**src/rtl/sync_fifo_param.sv**
```systemverilog
// sync_fifo_param: single-clock FIFO of any depth with registered or
// first-word-fall-through read, threshold flags and sticky error flags.
module sync_fifo_param #(
  parameter int WIDTH     = 8,
  parameter int DEPTH     = 16,
  parameter bit FWFT      = 1'b0,
  parameter int AF_THRESH = DEPTH - 2,
  parameter int AE_THRESH = 2,
  localparam int CW       = $clog2(DEPTH + 1)
) (
  input  logic             clk,
  input  logic             rst,
  input  logic             wr_cs,
  input  logic             wr_en,
  input  logic [WIDTH-1:0] data_in,
  input  logic             rd_cs,
  input  logic             rd_en,
  output logic [WIDTH-1:0] data_out,
  output logic             empty,
  output logic             full,
  output logic             almost_empty,
  output logic             almost_full,
  output logic [CW-1:0]    count,
  output logic             overflow,
  output logic             underflow,
  input  logic             clr_err
);

  localparam int PW = (DEPTH > 1) ? $clog2(DEPTH) : 1;

  logic [WIDTH-1:0] mem [DEPTH];
  logic [PW-1:0]    wr_ptr;
  logic [PW-1:0]    rd_ptr;
  logic             wr_ok;
  logic             rd_ok;
  logic [CW-1:0]    count_nxt;

  assign wr_ok = wr_cs & wr_en & ~full;
  assign rd_ok = rd_cs & rd_en & ~empty;

  // Explicit wrap keeps non-power-of-two depths inside the array.
  function automatic logic [PW-1:0] next_ptr(input logic [PW-1:0] p);
    return (p == PW'(DEPTH - 1)) ? '0 : p + PW'(1);
  endfunction

  always_comb begin
    count_nxt = count;
    case ({wr_ok, rd_ok})
      2'b10:   count_nxt = count + CW'(1);
      2'b01:   count_nxt = count - CW'(1);
      default: count_nxt = count;
    endcase
  end

  always_ff @(posedge clk) begin
    if (rst) begin
      wr_ptr       <= '0;
      rd_ptr       <= '0;
      count        <= '0;
      empty        <= 1'b1;
      full         <= 1'b0;
      almost_empty <= (AE_THRESH >= 0);
      almost_full  <= (AF_THRESH <= 0);
      overflow     <= 1'b0;
      underflow    <= 1'b0;
    end else begin
      if (wr_ok) wr_ptr <= next_ptr(wr_ptr);
      if (rd_ok) rd_ptr <= next_ptr(rd_ptr);
      count        <= count_nxt;
      empty        <= (count_nxt == '0);
      full         <= (count_nxt == CW'(DEPTH));
      almost_empty <= (count_nxt <= CW'(AE_THRESH));
      almost_full  <= (count_nxt >= CW'(AF_THRESH));
      overflow     <= (wr_cs & wr_en & full) | (overflow & ~clr_err);
      underflow    <= (rd_cs & rd_en & empty) | (underflow & ~clr_err);
    end
  end

  always_ff @(posedge clk) begin
    if (wr_ok && !rst) mem[wr_ptr] <= data_in;
  end

  generate
    if (FWFT) begin : g_fwft
      // Head word is shown combinationally; zero while nothing is stored.
      assign data_out = empty ? '0 : mem[rd_ptr];
    end else begin : g_reg
      logic [WIDTH-1:0] rd_q;
      always_ff @(posedge clk) begin
        if (rst) rd_q <= '0;
        else if (rd_ok) rd_q <= mem[rd_ptr];
      end
      assign data_out = rd_q;
    end
  endgenerate

endmodule

```
**config.mk**
```make
export PLATFORM = sky130hd
export DESIGN_NAME = sync_fifo_param
export DESIGN_NICKNAME = d
export VERILOG_FILES = /design/src/rtl/sync_fifo_param.sv
export SDC_FILE = /design/constraint.sdc
export NUM_CORES = 1
export LEC_CHECK = 0
export ABC_AREA = 1
export CORE_UTILIZATION = 55
export CTS_CLUSTER_SIZE = 30
export DETAILED_ROUTE_END_ITERATION = 8
export MAX_ROUTING_LAYER = met4
export PLACE_DENSITY = 0.74
export SYNTH_ARGS = -nofsm -noshare
export SYNTH_HDL_FRONTEND = slang
export SYNTH_SLANG_ARGS = --single-unit
export TNS_END_PERCENT = 100
```
**constraint.sdc**
```tcl
create_clock -name clk -period 5.41 [get_ports clk]
set_clock_uncertainty 0.15 [all_clocks]
set_input_delay 1.082 -clock clk [delete_from_list [all_inputs] [get_ports clk]]
set_output_delay 1.082 -clock clk [all_outputs]
set_load 0.02 [all_outputs]
```
==> run summary <==
status: finished, final reports clean
Setup Fix Bufs, Post-CTS: 0
Crit path buffers/inverters: 2
synth warn: 0
combinational power share: 8.5%
DRC Markers: 0
M1 GR Usage: 36.15%
P per Cell Area: 374.2 mW/mm^2
CP Cell Sequence: clkdlybuf4s50_1 > inv_1 > nand3_1 > nor2_1
Main synth FF type: edfxtp_1
synth top area cells: edfxtp_1, dfxtp_1, o21ai_0, nor2_1, nand2_1
Req. time, crit path: 5300 ps
Layout Nets: 581
CP Max Fanout: 15
routed via count: 4265
cell count along the critical path: 4
pre-CTS setup slack: 1870 ps
Antenna Nets Post-Route: 0
Fin. Hold Viols: 0
CTS tree: built
internal reg-to-reg setup slack: 3140 ps
Clock Latency Late Sink: 420 ps
num rows: 38
routability cong.: 0.8754
Synth Cell Area: 0.006264 sq mm
Yosys reg bits: 155
CP Capture Type: flop
Top delay family on crit path: buffers and inverters
DRT iter0 DRCs: 544
Area after DPL: 0.006681 sq mm
Yosys top cell by area: edfxtp_1
Num CTS Buffers: 17
Critical Path Start Type: primary input
EDFF count, synth: 128
Ant. Diodes: 0
grt met2 use: 42.41%
share of power burned in registers: 48.7%
Root Driver: clkbuf_16
layout cells sized above 1: 7.517%
synthesized instance count: 530
commonest non-fill, non-tap cell in the layout: edfxtp_1
worst r2r dst: empty
CP startpoint: rst
M3 GR Usage: 4.961%
clock share of power: 42.8%
I/O pins: 34
area share of the largest cell type after synthesis: 61.37%
Final WS setup: 2243 ps
sw power: 0.0006378 W
die height: 108.7 um
Tcrit/Tclk final: 58.54%
detailed placer's ending HPWL: 8.680 mm
final wirelength: 14.37 mm
Initial Utilization: 57.03%
most frequent cells in the layout: edfxtp_1, nor2_1, o21ai_0
first-pass GRT wire length: 22.43 mm
busiest grt layer: met2
P_int: 0.002087 W
Max-slew headroom: 35.98%
f_max: 315.7 MHz
vias per inst: 5.990
fin crit period: 3167 ps
post-cts gate resize count: 0
syn nets: 552
FF+latch area: 0.004385 sq mm
max incr delay on CP: 710 ps
Multi-input gate area: 0.001667 sq mm
Area growth, synth to finish: 16.26%
worst-case clock buffer depth: 2
Tightest Pin Transition: 959.2 ps
total grt overflow: 0
standby leakage power: 2.496 nW
Layout Utilization: 66.30%
hold buffers post-CTS: 0
RSZ-0062 raised after global routing: false
VDD IR max: 249.8 uV
number of global-route vias before repair: 4159
Setup crit end: mem[7][1]
area of the core: 0.01098 sq mm
Final Setup Violations: 0
clock tree sinks: 155
Avg WL per Cell: 20.18 um
max-cap violation count: 0
first-pass iteration count of the detailed router: 5
Cell variety after synth: 30
Die X: 108.7 um
Hold Crit Class: flop to flop
Total Power: 0.002725 W
Avg Cell Area, Syn: 11.82 sq um
gr usage total: 27.20%
Final Max Slew Viols: 0
die area: 0.01182 sq mm
CP max-delay cell: nor2_1
cell area after layout: 0.007282 sq mm
fraction of registers with async set/reset: 0%
arrival time at the worst endpoint: 3050 ps
register area share after synthesis: 70.00%
Worst R2R Start: empty
initial antenna violation count: 0
worst setup path class: primary input to flop
clk slew on worst S/H paths: 70 ps
Port Buf Inserts: 33
filler instances: 803
htree depth: 4
R2R depth: 10
Setup TNS: 0 ps
pin count of the biggest net entering global routing: 68
Net Sw Frac: 23.41%
==> flip-flops by register name, summed over array words and instances (netlist names) <==
name and cells:
almost_empty 1, underflow 1, full 1, wr_ptr 4, rd_ptr 4, overflow 1
empty 1, almost_full 1, count 5, mem 128, data_out 8
==> final cells by class <==
cell class | instances | share of cell area (%)
Sequential cell | 155 | 60.22
Multi-Input combinational cell | 322 | 22.89
Clock buffer | 22 | 7.268
Timing Repair Buffer | 36 | 4.845
Tap cell | 140 | 2.405
Inverter | 27 | 1.392
Clock inverter | 10 | 0.9794
==> cell usage after synthesis, types with 3 or more instances <==
library cell  number
edfxtp_1         128
nor2_1            90
o21ai_0           80
nand2_1           55
dfxtp_1           27
inv_1             25
o22ai_1           22
clkbuf_1          14
nand3_1           12
buf_2             11
o221ai_1          10
a21oi_1            9
a41oi_1            8
ha_1               7
o211ai_1           6
nand4_1            4
xor2_1             4
nand2_2            3
==> worst min path at each step <==
stage / from / end / cells past startpoint
after floorplan: wr_ptr[0] / wr_ptr[0] / 2
after global placement: underflow / underflow / 2
after detailed placement: overflow / overflow / 2
after CTS: overflow / overflow / 2
after global routing: underflow / underflow / 2
final: underflow / underflow / 2
==> metrics by stage <==
step           cells  hold slack, ps
6_report         712           315.0
5_1_grt          712           331.7
4_1_cts          712           320.2
3_5_place_dp     680           310.7
3_3_place_gp     680           302.4
2_1_floorplan    530           338.0
==> power groups by stage <==
stage,Sequential [W],Clock (W),Combinational (W)
2_1_floorplan,0.00136,0,0.000120
3_3_place_gp,0.00135,0,0.000223
3_5_place_dp,0.00135,0,0.000229
4_1_cts,0.00133,0.00117,0.000232
5_1_grt,0.00133,0.00123,0.000256
6_report,0.00133,0.00117,0.000233
==> logic make-up (layout without fill, tap and decap cells) <==
group | count (synthesis) | count (layout) | share of synthesized area [%]
simple gates | 172 | 172 | 11.71
flops | 155 | 155 | 70.00
compound gates | 139 | 139 | 12.94
buf+inv | 53 | 95 | 3.396
fa+ha+maj | 7 | 7 | 1.398
xor+xnor | 4 | 4 | 0.5593
==> metal layers <==
layer,vias up,share of wire (%)
li1,1981,-
met1,2063,42
met2,195,49
met3,26,7.4
met4,0,1.9
met5,-,0
==> worst min-delay path, delay by kind of cell, from the launching register on <==
family	cells	cell delay, ps
flops	1	310
simple gates	1	60
compound gates	1	50
Note: power is estimated with default switching activity, not from simulation.
